File: config.mk
export PLATFORM = sky130hd
export DESIGN_NAME = mem_port_arbiter_flat
export DESIGN_NICKNAME = d
export VERILOG_FILES = /design/src/rtl/mem_port_arbiter_if.sv /design/src/rtl/mem_port_arbiter.sv /design/src/flat_wrapper.sv
export SDC_FILE = /design/constraint.sdc
export NUM_CORES = 1
export LEC_CHECK = 0
export CORE_ASPECT_RATIO = 0.6
export CORE_MARGIN = 5
export CORE_UTILIZATION = 44
export CTS_CLUSTER_DIAMETER = 30
export CTS_CLUSTER_SIZE = 28
export DETAILED_ROUTE_END_ITERATION = 12
export GPL_TIMING_DRIVEN = 0
export PLACE_DENSITY = 0.91
export SLEW_MARGIN = 30
export SYNTH_ARGS = -nofsm -noshare
export SYNTH_HDL_FRONTEND = slang
export SYNTH_SLANG_ARGS = --single-unit
export TNS_END_PERCENT = 20
File: constraint.sdc
create_clock -name Clk -period 3 [get_ports Clk]
set_clock_uncertainty 0.15 [all_clocks]
set_input_delay 0.45 -clock Clk [delete_from_list [all_inputs] [get_ports Clk]]
set_output_delay 0.45 -clock Clk [all_outputs]
set_load 0.01 [all_outputs]
File: src/rtl/mem_port_arbiter_if.sv
// Bus bundle between the two pipeline requesters, the arbiter and the unified memory.
// Handshake: a requester raises its request and holds it and its operands stable until its
// one-cycle ready pulse; ready only ever pulses for a granted request, and the memory sees one
// mem_en strobe per transaction with mem_rdata valid MEM_LAT cycles later.
interface mem_port_arbiter_if;
  logic        if_req;
  logic [31:0] if_addr;
  logic        if_ready;
  logic [31:0] if_rdata;
  logic        d_ren;
  logic        d_wen;
  logic [31:0] d_addr;
  logic [31:0] d_wdata;
  logic [1:0]  d_width;
  logic        d_ready;
  logic [31:0] d_rdata;
  logic        d_misalign;
  logic        mem_en;
  logic        mem_we;
  logic [29:0] mem_addr;
  logic [3:0]  mem_be;
  logic [31:0] mem_wdata;
  logic [31:0] mem_rdata;

  modport slave (
    input  if_req, if_addr, d_ren, d_wen, d_addr, d_wdata, d_width, mem_rdata,
    output if_ready, if_rdata, d_ready, d_rdata, d_misalign,
    output mem_en, mem_we, mem_addr, mem_be, mem_wdata
  );

  modport master (
    output if_req, if_addr, d_ren, d_wen, d_addr, d_wdata, d_width, mem_rdata,
    input  if_ready, if_rdata, d_ready, d_rdata, d_misalign,
    input  mem_en, mem_we, mem_addr, mem_be, mem_wdata
  );
endinterface

File: src/rtl/mem_port_arbiter.sv
// Arbitrates one single-ported memory between instruction fetch and data accesses,
// sequencing each access through ISSUE, a fixed-latency WAIT and a one-cycle RESP.
module mem_port_arbiter #(
  parameter int MEM_LAT = 1,
  parameter int STARVE_MAX = 4,
  localparam int SW = $clog2(STARVE_MAX + 1)
) (
  input  logic          Clk,
  input  logic          Reset_n,
  mem_port_arbiter_if.slave bus,
  output logic [1:0]    dbg_state,
  output logic [SW-1:0] dbg_starve
);

  localparam int CW = (MEM_LAT > 1) ? $clog2(MEM_LAT) : 1;

  typedef enum logic [1:0] {
    IDLE  = 2'd0,
    ISSUE = 2'd1,
    WAIT  = 2'd2,
    RESP  = 2'd3
  } state_t;

  state_t        state;
  logic [SW-1:0] starve_cnt;
  logic [CW-1:0] wait_cnt;
  logic          r_is_d;
  logic          r_we;
  logic [1:0]    r_width;
  logic [1:0]    r_lane;

  logic        d_req, starved, grant_d, grant_if, grant_we, misalign;
  logic        is_half, is_byte, is_word;
  logic [3:0]  wr_be;
  logic [31:0] wr_data;
  logic [15:0] rd_half;
  logic [7:0]  rd_byte;
  logic [31:0] rd_ext;

  assign dbg_state  = state;
  assign dbg_starve = starve_cnt;

  // Data normally wins (older instruction); a starved fetch gets exactly one grant.
  assign d_req    = bus.d_ren | bus.d_wen;
  assign starved  = (starve_cnt == SW'(STARVE_MAX)) && bus.if_req;
  assign grant_d  = d_req && !starved;
  assign grant_if = bus.if_req && !grant_d;
  assign grant_we = grant_d && bus.d_wen;

  assign is_half  = (bus.d_width == 2'd1);
  assign is_byte  = (bus.d_width == 2'd2);
  assign is_word  = !is_half && !is_byte;
  assign misalign = (is_half && bus.d_addr[0]) || (is_word && (bus.d_addr[1:0] != 2'b00));

  always_comb begin
    wr_be   = 4'b1111;
    wr_data = bus.d_wdata;
    if (is_half) begin
      wr_be   = bus.d_addr[1] ? 4'b1100 : 4'b0011;
      wr_data = {2{bus.d_wdata[15:0]}};
    end else if (is_byte) begin
      wr_be   = 4'b0001 << bus.d_addr[1:0];
      wr_data = {4{bus.d_wdata[7:0]}};
    end
  end

  // Lane extraction for loads uses the width and low address bits captured at grant.
  always_comb begin
    rd_half = r_lane[1] ? bus.mem_rdata[31:16] : bus.mem_rdata[15:0];
    rd_byte = bus.mem_rdata[{r_lane, 3'b000} +: 8];
    rd_ext  = bus.mem_rdata;
    case (r_width)
      2'd1:    rd_ext = {{16{rd_half[15]}}, rd_half};
      2'd2:    rd_ext = {{24{rd_byte[7]}}, rd_byte};
      default: rd_ext = bus.mem_rdata;
    endcase
  end

  always_ff @(posedge Clk or negedge Reset_n) begin
    if (!Reset_n) begin
      state          <= IDLE;
      starve_cnt     <= '0;
      wait_cnt       <= '0;
      r_is_d         <= 1'b0;
      r_we           <= 1'b0;
      r_width        <= 2'd0;
      r_lane         <= 2'd0;
      bus.if_ready   <= 1'b0;
      bus.if_rdata   <= '0;
      bus.d_ready    <= 1'b0;
      bus.d_rdata    <= '0;
      bus.d_misalign <= 1'b0;
      bus.mem_en     <= 1'b0;
      bus.mem_we     <= 1'b0;
      bus.mem_addr   <= '0;
      bus.mem_be     <= 4'b0000;
      bus.mem_wdata  <= '0;
    end else begin
      case (state)
        IDLE: begin
          if (grant_d || grant_if) begin
            r_is_d       <= grant_d;
            r_we         <= grant_we;
            r_width      <= grant_d ? bus.d_width : 2'd0;
            r_lane       <= grant_d ? bus.d_addr[1:0] : bus.if_addr[1:0];
            bus.mem_addr <= grant_d ? bus.d_addr[31:2] : bus.if_addr[31:2];
            if (grant_if)
              starve_cnt <= '0;
            else if (bus.if_req && (starve_cnt != SW'(STARVE_MAX)))
              starve_cnt <= starve_cnt + 1'b1;
            if (grant_d && misalign) begin
              state          <= RESP;
              bus.d_ready    <= 1'b1;
              bus.d_misalign <= 1'b1;
              bus.d_rdata    <= '0;
            end else begin
              state      <= ISSUE;
              bus.mem_en <= 1'b1;
              bus.mem_we <= grant_we;
              bus.mem_be <= grant_we ? wr_be : 4'b1111;
              if (grant_we)
                bus.mem_wdata <= wr_data;
            end
          end
        end
        ISSUE: begin
          bus.mem_en <= 1'b0;
          bus.mem_we <= 1'b0;
          bus.mem_be <= 4'b0000;
          wait_cnt   <= '0;
          state      <= WAIT;
        end
        WAIT: begin
          if (wait_cnt == CW'(MEM_LAT - 1)) begin
            state <= RESP;
            if (r_is_d) begin
              bus.d_ready <= 1'b1;
              if (!r_we)
                bus.d_rdata <= rd_ext;
            end else begin
              bus.if_ready <= 1'b1;
              bus.if_rdata <= bus.mem_rdata;
            end
          end else begin
            wait_cnt <= wait_cnt + 1'b1;
          end
        end
        RESP: begin
          bus.if_ready   <= 1'b0;
          bus.d_ready    <= 1'b0;
          bus.d_misalign <= 1'b0;
          state          <= IDLE;
        end
        default: state <= IDLE;
      endcase
    end
  end

endmodule
File: src/flat_wrapper.sv
// flat-port wrapper written by rule: the top's interface ports become plain ports
module mem_port_arbiter_flat 
#(
  parameter int MEM_LAT = 1,
  parameter int STARVE_MAX = 4,
  localparam int SW = $clog2(STARVE_MAX + 1)
)
  (Clk, Reset_n, dbg_state, dbg_starve, bus_if_req, bus_if_addr, bus_d_ren, bus_d_wen, bus_d_addr, bus_d_wdata, bus_d_width, bus_mem_rdata, bus_if_ready, bus_if_rdata, bus_d_ready, bus_d_rdata, bus_d_misalign, bus_mem_en, bus_mem_we, bus_mem_addr, bus_mem_be, bus_mem_wdata);
  mem_port_arbiter_if bus_i ();
  input  logic Clk;
  input  logic Reset_n;
  output logic [1:0] dbg_state;
  output logic [SW-1:0] dbg_starve;
  input wire logic [$bits(bus_i.if_req)-1:0] bus_if_req;
  input wire logic [$bits(bus_i.if_addr)-1:0] bus_if_addr;
  input wire logic [$bits(bus_i.d_ren)-1:0] bus_d_ren;
  input wire logic [$bits(bus_i.d_wen)-1:0] bus_d_wen;
  input wire logic [$bits(bus_i.d_addr)-1:0] bus_d_addr;
  input wire logic [$bits(bus_i.d_wdata)-1:0] bus_d_wdata;
  input wire logic [$bits(bus_i.d_width)-1:0] bus_d_width;
  input wire logic [$bits(bus_i.mem_rdata)-1:0] bus_mem_rdata;
  output wire logic [$bits(bus_i.if_ready)-1:0] bus_if_ready;
  output wire logic [$bits(bus_i.if_rdata)-1:0] bus_if_rdata;
  output wire logic [$bits(bus_i.d_ready)-1:0] bus_d_ready;
  output wire logic [$bits(bus_i.d_rdata)-1:0] bus_d_rdata;
  output wire logic [$bits(bus_i.d_misalign)-1:0] bus_d_misalign;
  output wire logic [$bits(bus_i.mem_en)-1:0] bus_mem_en;
  output wire logic [$bits(bus_i.mem_we)-1:0] bus_mem_we;
  output wire logic [$bits(bus_i.mem_addr)-1:0] bus_mem_addr;
  output wire logic [$bits(bus_i.mem_be)-1:0] bus_mem_be;
  output wire logic [$bits(bus_i.mem_wdata)-1:0] bus_mem_wdata;
  assign bus_i.if_req = bus_if_req;
  assign bus_i.if_addr = bus_if_addr;
  assign bus_i.d_ren = bus_d_ren;
  assign bus_i.d_wen = bus_d_wen;
  assign bus_i.d_addr = bus_d_addr;
  assign bus_i.d_wdata = bus_d_wdata;
  assign bus_i.d_width = bus_d_width;
  assign bus_i.mem_rdata = bus_mem_rdata;
  assign bus_if_ready = bus_i.if_ready;
  assign bus_if_rdata = bus_i.if_rdata;
  assign bus_d_ready = bus_i.d_ready;
  assign bus_d_rdata = bus_i.d_rdata;
  assign bus_d_misalign = bus_i.d_misalign;
  assign bus_mem_en = bus_i.mem_en;
  assign bus_mem_we = bus_i.mem_we;
  assign bus_mem_addr = bus_i.mem_addr;
  assign bus_mem_be = bus_i.mem_be;
  assign bus_mem_wdata = bus_i.mem_wdata;
  mem_port_arbiter #(.MEM_LAT(MEM_LAT), .STARVE_MAX(STARVE_MAX)) u_core (.Clk(Clk), .Reset_n(Reset_n), .bus(bus_i), .dbg_state(dbg_state), .dbg_starve(dbg_starve));
endmodule
After elaboration in Yosys (flattened, before gate mapping)
Cells that the tools add are included.
{"block": "op_classes", "addsub": 2, "n_eq_ne": 16, "shifts": 2, "mux": 43, "bitwise": 4, "n_reduce_logical": 34}
{"operator": "32-bit 2-to-1 mux", "count": 7}
{"operator": "32-bit one-hot mux with 2 select lines", "count": 2}
{"operator": "32-bit by 6-bit variable part select with 8-bit output", "count": 1}
{"operator": "30-bit 2-to-1 mux", "count": 1}
{"operator": "4-bit 2-to-1 mux", "count": 6}
{"operator": "16-bit 2-to-1 mux", "count": 1}
{"operator": "3-bit AND reduction", "count": 5}
{"operator": "2-bit nonzero test", "count": 7}
{"operator": "1-bit 2-to-1 mux", "count": 11}
{"operator": "2-bit 2-to-1 mux", "count": 5}
{"operator": "1-bit one-hot mux with 2 select lines", "count": 5}
{"operator": "1-bit logical AND", "count": 9}
{"operator": "2-bit equality test, second input constant", "count": 4}
{"operator": "2-bit != test, second input constant", "count": 4}
{"operator": "2-bit one-hot mux with 4 select lines", "count": 1}
{"operator": "4-bit one-hot mux with 2 select lines", "count": 1}
{"operator": "2-bit by 1-bit equality test with 1-bit output, second input constant", "count": 3}
{"operator": "3-bit 2-to-1 mux", "count": 2}
{"operator": "2-bit by 1-bit != test with 1-bit output, second input constant", "count": 3}
{"operator": "6-bit AND reduction", "count": 1}
{"operator": "5-bit AND reduction", "count": 1}
{"operator": "1-bit logical NOT", "count": 4}
{"operator": "2-bit AND reduction", "count": 2}
{"operator": "4-bit AND reduction", "count": 1}
{"operator": "other kinds (11)", "count": 14}
{"block": "word_totals", "ff_bits": 147, "in_bits": 135, "output_inout_bits": 140, "wordCells": 118}

Logic depth before layout (Yosys ltp)
Gate-level depths: netlist of run 1.
{"block": "depth", "ltp_word": 9, "depth_mapped": 8, "mapped_depth_nobuf": 6}

Worst setup path after synthesis of run 1
No wires, ideal clock.
{"block": "synth_timing", "kind": "register to register", "from": "register u_core.starve_cnt[0] (netlist: u_core.dbg_starve[0])", "to": "register u_core.bus.d_rdata[20]", "setup_ns": 0.065, "t_arrival_ns": 2.156, "required_time_ns": 2.785, "path_slack_ns": 0.629, "stages_incl_launch_ff": 8, "path_buffers": 1, "period_less_slack_ns": 2.371, "cell_sequence": "dfrtp_1 -> inv_1 -> ha_1 -> and3_4 -> o41a_1 -> a2111oi_4 -> buf_6 -> a22o_1"}
{"block": "synth_via", "elab_chain_len": 9, "word_cells_on_any_way": 11, "classes_between": "eq/ne (3); reduce/logical (8)"}
{"element": "start, declared", "line_no": "mem_port_arbiter.sv:25", "source": "logic [SW-1:0] starve_cnt;"}
{"element": "start signal, assigned", "line_no": "mem_port_arbiter.sv:110", "source": "starve_cnt <= starve_cnt + 1'b1;"}
{"element": "3-bit equality test (*)", "line_no": "mem_port_arbiter.sv:45", "source": "assign starved = (starve_cnt == SW'(STARVE_MAX)) && bus.if_req;"}
{"element": "1-bit logical AND (*)", "line_no": "mem_port_arbiter.sv:45"}
{"element": "1-bit logical NOT (*)", "line_no": "mem_port_arbiter.sv:46", "source": "assign grant_d = d_req && !starved;"}
{"element": "1-bit logical AND (*)", "line_no": "mem_port_arbiter.sv:46"}
{"element": "1-bit logical NOT", "line_no": "mem_port_arbiter.sv:47", "source": "assign grant_if = bus.if_req && !grant_d;"}
{"element": "1-bit logical AND", "line_no": "mem_port_arbiter.sv:47"}
{"element": "1-bit logical OR", "line_no": "mem_port_arbiter.sv:101", "source": "if (grant_d || grant_if) begin"}
{"element": "2-bit by 1-bit != test with 1-bit output (no line)"}
{"element": "6-bit AND reduction (no line) (*)"}
{"element": "end signal, assigned", "line_no": "mem_port_arbiter.sv:139", "source": "bus.d_rdata <= rd_ext;"}
{"element": "end, declared", "line_no": "mem_port_arbiter_if.sv:27", "source": "output if_ready, if_rdata, d_ready, d_rdata, d_misalign,"}
Every way passes the cells marked *; elsewhere a longest branch is shown, timed or not.
A chain may end at the register's enable or synchronous reset.

Worst setup path in the final report of run 1
{"block": "layout_timing", "from": "input bus_d_width[0]", "to": "register u_core.bus.mem_wdata[22]"}
{"block": "layout_via", "elab_chain_len": 8, "word_cells_on_any_way": 13, "classes_between": "eq/ne (2); mux (2); bitwise (1); reduce/logical (8)"}
{"element": "start, declared", "line_no": "flat_wrapper.sv:20", "source": "input wire logic [$bits(bus_i.d_width)-1:0] bus_d_width;"}
{"element": "2-bit by 1-bit equality test with 1-bit output / 2-bit equality test (equally long branches)", "line_no": "mem_port_arbiter.sv:50, mem_port_arbiter.sv:51"}
{"element": "1-bit logical NOT", "line_no": "mem_port_arbiter.sv:52", "source": "assign is_word = !is_half && !is_byte;"}
{"element": "1-bit logical AND", "line_no": "mem_port_arbiter.sv:52"}
{"element": "1-bit logical AND", "line_no": "mem_port_arbiter.sv:53", "source": "assign misalign = (is_half && bus.d_addr[0]) || (is_word && (bus.d_addr[1:0] != 2'b00));"}
{"element": "1-bit logical OR", "line_no": "mem_port_arbiter.sv:53"}
{"element": "1-bit logical AND", "line_no": "mem_port_arbiter.sv:111", "source": "if (grant_d && misalign) begin"}
{"element": "1-bit inverter (no line)"}
{"element": "4-bit AND reduction (no line)"}
{"element": "end signal, assigned", "line_no": "mem_port_arbiter.sv:122", "source": "bus.mem_wdata <= wr_data;"}
{"element": "end, declared", "line_no": "mem_port_arbiter_if.sv:28", "source": "output mem_en, mem_we, mem_addr, mem_be, mem_wdata"}
Parallel ways exist; a longest one is shown, timed or not.

==> impl_metrics.ini, run 1 <==
[global_routing]
grtUsageMet2_pct = 42.5
gr-usage-met3_pct = 6.71
grt_max_degree = 85
grt_overflow_total = 0
grt_pass1_vias = 6533
grt-busiest-layer = met2
antenna_found_initial = 0
groute.usage.overall_pct = 25.5
use_met1_pct = 32.4
grt_pass1_wl_microns = 36200

[place]
dp_cells = 1119
routabilityCongestion = 0.868
dpl_cell_area_sq_um = 9900
dpl.hpwl_microns = 18100
port_buffers = 274

[synth]
yosys_warnings = 0
synth_cell_type_count = 39
syn_area_per_cell_sq_um = 10.7
ys_seq_area_share_pct = 53.2
synth.cell_area_sq_um = 6870
synth_nets = 787
yosys.area.top_type = dfrtp_1
yosys.area.top_type_share_pct = 53.2
synth.ff_latch_count = 146
synth.area.top_cells = dfrtp_1 (53%), mux2_2 (9.3%), nand2_1 (8.8%)
syn_inst = 641

[sta]
drv_slew = 0
setup_viol = 0
max_slew_margin_pct = 32.8
hold_viol_final = 0
max_clock_freq_mhz = 339
tightest_slew_ns = 1.00
rsz0062_at_grt = false
finalCriticalPeriod_ns = 2.95
period_share_pct = 98.2

[setup_path]
cp_max_fo = 10
crit_arrival_ns = 3.10
r2r_start = u_core.dbg_starve[0]
critPathLaunch = bus_d_width[0]
cp-end-kind = register
required_ns = 3.15
regToRegSetupSlack_ns = 0.22
rr_worst_depth = 7
critPathLaunchType = input port
r2r-end = u_core.bus.d_rdata[22]
endpoint = u_core.bus.mem_wdata[22]
critical_path_class = in -> reg

[floorplanning]
io_pins = 275
die-width_microns = 171
fp.dieH_microns = 107
dieArea_sq_um = 18300
start_util_pct = 44.8
rows = 35
coreArea_sq_um = 15300

[routing]
dr_total_vias = 6224
via_per_inst = 5.41
drc_errors = 0
finalWirelength_microns = 23600
dr.first_iter.drc_count = 506
ant_nets = 0
drtPass1Iterations = 5
wl_per_cell_microns = 20.5

[layout]
postLayoutCoreUtil_pct = 68.4
area_growth_pct = 52.7
finalNetCount = 1082
final_cell_mix = clkdlybuf4s50_1 (273), nand2_1 (161), dfrtp_1 (146)
drive_above_1_share_pct = 10.8
fin_cells = 1151
diodes = 0
nFillCells = 1132
final_area_sq_um = 10500
final_common_cell = clkdlybuf4s50_1

[worst_hold_path]
hp-class = reg -> reg
hold_depth = 2
min_from = u_core.bus.if_rdata[21]

[pwr]
irDropWorstVdd_v = 0.000507
design_power_total_uw = 10700
power.density_nw_per_um2 = 1020
leakagePower_uw = 0.00457

[cts]
ctsLongestPathBuffers = 2
ctsResizeCount = 0
cts_setup_buffers = 0
cts_tree = done
htreeDepth = 4
cts_buffers = 17
path_clk_slew_ns = 0.06
clk_latency_ns = 0.42
clock-sinks = 146
root_buffer = clkbuf_16

[outcome]
outcome = complete, no violations

[run]
maxCapViolCount = 0
[sequential cells by signal, indices dropped and copies added (netlist names), 2 cells and up]
| name | cells |
|---|---|
| u_core.bus.d_rdata | 32 |
| u_core.bus.if_rdata | 32 |
| u_core.bus.mem_addr | 30 |
| u_core.bus.mem_be | 4 |
| u_core.bus.mem_wdata | 32 |
| u_core.dbg_starve | 3 |
| u_core.dbg_state | 2 |
| u_core.r_lane | 2 |
| u_core.r_width | 2 |
[cell families after synthesis]
group / count (synthesis) / share of synthesized area (%)
fa+ha+maj: 11 / 2.00
flops: 146 / 53.2
simple gates: 221 / 14.0
compound gates: 113 / 12.1
mux: 100 / 15.8
buf+inv: 50 / 2.93
[worst max-delay path: stages]
cell             delay, ns
clkdlybuf4s50_1       0.50
inv_1                 0.05
ha_1                  0.18
clkbuf_1              0.33
nor2_1                0.88
mux2_2                0.42
mux2_2                0.27
[worst min path at each step]
stage,endpoint
final,u_core.bus.if_rdata[21]
after global routing,u_core.bus.if_rdata[25]
after CTS,u_core.bus.if_rdata[1]
after detailed placement,u_core.bus.if_rdata[13]
after global placement,u_core.bus.if_rdata[3]
after floorplan,u_core.bus.d_misalign
[metrics by stage]
step	hold slack (ns)	setup slack, ns	TNS [ns]
floorplan	0.00441	0.629	0
global placement	0.308	-4.62	-680.05
detailed placement	0.271	-0.341	-11.18
CTS	0.327	0.0882	0
global route	0.343	0.00883	0
finish	0.324	0.0534	0
[cell usage after synthesis]
master / n
a2111oi_4: 1
a211o_1: 1
a211oi_1: 2
a21o_1: 3
a21oi_1: 3
a21oi_2: 1
a221o_1: 8
a22o_1: 29
a2bb2oi_1: 1
a311oi_1: 1
a32o_1: 10
and3_4: 1
buf_1: 6
buf_2: 5
buf_6: 1
clkbuf_1: 25
dfrtp_1: 146
ha_1: 11
inv_1: 13
mux2_2: 57
mux2i_1: 42
mux4_2: 1
nand2_1: 161
nand2b_1: 28
nand3_1: 3
nand3b_1: 1
nor2_1: 8
nor2b_1: 10
nor3_1: 4
nor3_2: 1
nor3b_1: 1
nor4_1: 1
nor4b_1: 1
o21ai_0: 49
o21ba_2: 1
o21bai_1: 1
o22ai_1: 1
o41a_1: 1
or3_1: 1
[repair_timing]
item | CTS | global route
endpoints found under the setup margin | 0 | 0
hold endpoints to repair | 62 | 0
hold buffers | 1 | 0
[per-layer routing]
metal,vias to the layer above,share of wire (%),wire length [microns]
li1,2818,-,-
met1,3071,41,9710
met2,289,48,11400
met3,46,8.2,1940
met4,0,2.6,608
met5,-,0,0
[power breakdown]
group          total, uW  leakage [uW]  switching (uW)  internal (uW)
clock               2110      0.000276             862           1250
combinational       5180       0.00246            2560           2620
sequential          3420       0.00183             561           2850
total              10700       0.00457            3980           6720
[final cells by class]
type / count / area, sq um / share of cell area, %
multi-input combinational: 445 / 3020 / 28.8
buffer: 37 / 153 / 1.45
sequential: 146 / 3650 / 34.8
clock buffer: 19 / 443 / 4.22
tap: 203 / 254 / 2.42
timing repair buffer: 276 / 2790 / 26.5
inverter: 13 / 48.8 / 0.465
clock inverter: 12 / 133 / 1.26
Power figures use the tool's default switching activity.
==> inputs of run 2 (changes only) <==
--- a/config.mk
+++ b/config.mk
@@ -8,9 +8,11 @@
 export CORE_ASPECT_RATIO = 0.6
 export CORE_MARGIN = 5
 export CORE_UTILIZATION = 44
+export CTS_BUF_LIST = sky130_fd_sc_hd__clkbuf_16
 export CTS_CLUSTER_DIAMETER = 30
 export CTS_CLUSTER_SIZE = 28
 export DETAILED_ROUTE_END_ITERATION = 12
+export GPL_ROUTABILITY_DRIVEN = 0
 export GPL_TIMING_DRIVEN = 0
 export PLACE_DENSITY = 0.91
 export SLEW_MARGIN = 30
==> impl_metrics.ini, run 2 (synthesis gave the netlist of run 1 again) <==
[outcome]
outcome = complete, no violations

[pwr]
internal_power_uw = 6690
p_sw_share_pct = 37.4
irDropWorstVdd_v = 0.000505
p_clk_share_pct = 19.5
p_switching_uw = 3990
seqPwrFrac_pct = 32.0
power.density_nw_per_um2 = 1020
combPwrFrac_pct = 48.5
leakagePower_uw = 0.00457
design_power_total_uw = 10700

[floorplanning]
start_util_pct = 44.8
dieArea_sq_um = 18300
coreArea_sq_um = 15300
rows = 35
io_pins = 275
die-width_microns = 171
fp.dieH_microns = 107

[layout]
nFillCells = 1131
fin_cells = 1151
drive_above_1_share_pct = 10.7
ff_latch_area_sq_um = 3650
diodes = 0
area_growth_pct = 52.5
final_cell_mix = clkdlybuf4s50_1 (273), nand2_1 (161), dfrtp_1 (146)
finalNetCount = 1082
final_common_cell = clkdlybuf4s50_1
top_regs = u_core.bus.d_rdata: 32 flops, u_core.bus.if_rdata: 32 flops, u_core.bus.mem_wdata: 32 flops
multi_input_area_sq_um = 3020

[routing]
wl_per_cell_microns = 20.6
finalWirelength_microns = 23700
via_per_inst = 5.41
drtPass1Iterations = 5
ant_nets = 0
drc_errors = 0
dr_total_vias = 6231
dr.first_iter.drc_count = 541

[run]
maxCapViolCount = 0

[global_routing]
grt_pass1_vias = 6524
grt_overflow_total = 0
antenna_found_initial = 0
groute.usage.overall_pct = 25.5
grt_pass1_wl_microns = 36100
grt_max_degree = 85

[cts]
cts_buffers = 17
root_buffer = clkbuf_16
path_clk_slew_ns = 0.06
clock-sinks = 146
cts_setup_buffers = 0
cts_tree = done
ctsLongestPathBuffers = 2
clk_latency_ns = 0.42
htreeDepth = 4

[setup_path]
cp-end-kind = register
crit_arrival_ns = 3.11
critical_path_class = in -> reg
critPathLaunchType = input port
required_ns = 3.15
cp_max_fo = 10

[sta]
setup_viol = 0
finalCriticalPeriod_ns = 2.95
rsz0062_at_grt = false
hold_viol_final = 0
drv_slew = 0
whs_ns = 0.324
fin_ws_ns = 0.0470
period_share_pct = 98.4
max_clock_freq_mhz = 339
max_slew_margin_pct = 32.7
tightest_slew_ns = 1.01

[place]
pre_cts_slack_ns = -0.341
dpl.hpwl_microns = 18100
port_buffers = 274
dp_cells = 1119

[worst_hold_path]
hp-class = reg -> reg
-- run 2: worst max-delay path, stage by stage --
cell,delay (ns)
clkdlybuf4s50_1,0.50
inv_1,0.05
ha_1,0.18
clkbuf_1,0.33
nor2_1,0.88
mux2_2,0.43
mux2_2,0.27
-- run 2: power by group through the flow --
| stage | registers, uW | logic [uW] | clock network, uW |
|---|---|---|---|
| finish | 3420 | 5190 | 2080 |
| global route | 3530 | 5570 | 2190 |
| CTS | 3410 | 5210 | 2090 |
| detailed placement | 3420 | 5160 | 0 |
| global placement | 3380 | 5010 | 0 |
| floorplan | 3730 | 2090 | 0 |
-- run 2: stage by stage --
stage | TNS, ns | instance area (sq um) | utilization [%]
final | 0 | 10500 | 68.4
after global routing | 0 | 10500 | 68.4
after CTS | 0 | 10500 | 68.4
after detailed placement | -11.18 | 9900 | 64.6
after global placement | -680.05 | 9870 | 64.4
after floorplan | 0 | 6870 | -
-- run 2: what timing repair did --
item	CTS	global route
setup endpoints to repair	0	0
endpoints found under the hold margin	62	0
hold buffers	1	0
gates resized for setup	0	0
-- run 2: worst paths after layout --
kind                                         startpoint                       end  slack, ns  cells after the start
worst max-delay path                     bus_d_width[0]  u_core.bus.mem_wdata[18]       0.05                      7
min in group asynchronous                       Reset_n   u_core.bus.if_rdata[17]       0.41                      2
worst min register to register  u_core.bus.if_rdata[21]   u_core.bus.if_rdata[21]       0.32                      2
max in group asynchronous                       Reset_n   u_core.bus.mem_addr[22]       1.50                      3
worst min-delay path            u_core.bus.if_rdata[21]   u_core.bus.if_rdata[21]       0.32                      2
worst max register to register     u_core.dbg_starve[0]    u_core.bus.d_rdata[22]       0.18                      7
-- run 2: layout make-up --
class	instances	area share, %
clock inverter	14	1.34
multi-input combinational	445	28.8
inverter	13	0.466
buffer	37	1.46
timing repair buffer	276	26.6
clock buffer	17	4.06
sequential	146	34.9
tap	203	2.42
-- run 2: metal layers --
layer | share of wire, % | global-route usage, % | vias up
met1 | 41 | 32.4 | 3057
li1 | - | - | 2815
met2 | 48 | 42.6 | 316
met5 | 0 | 0 | -
met4 | 2.4 | 8.65 | 0
met3 | 8.7 | 6.63 | 43
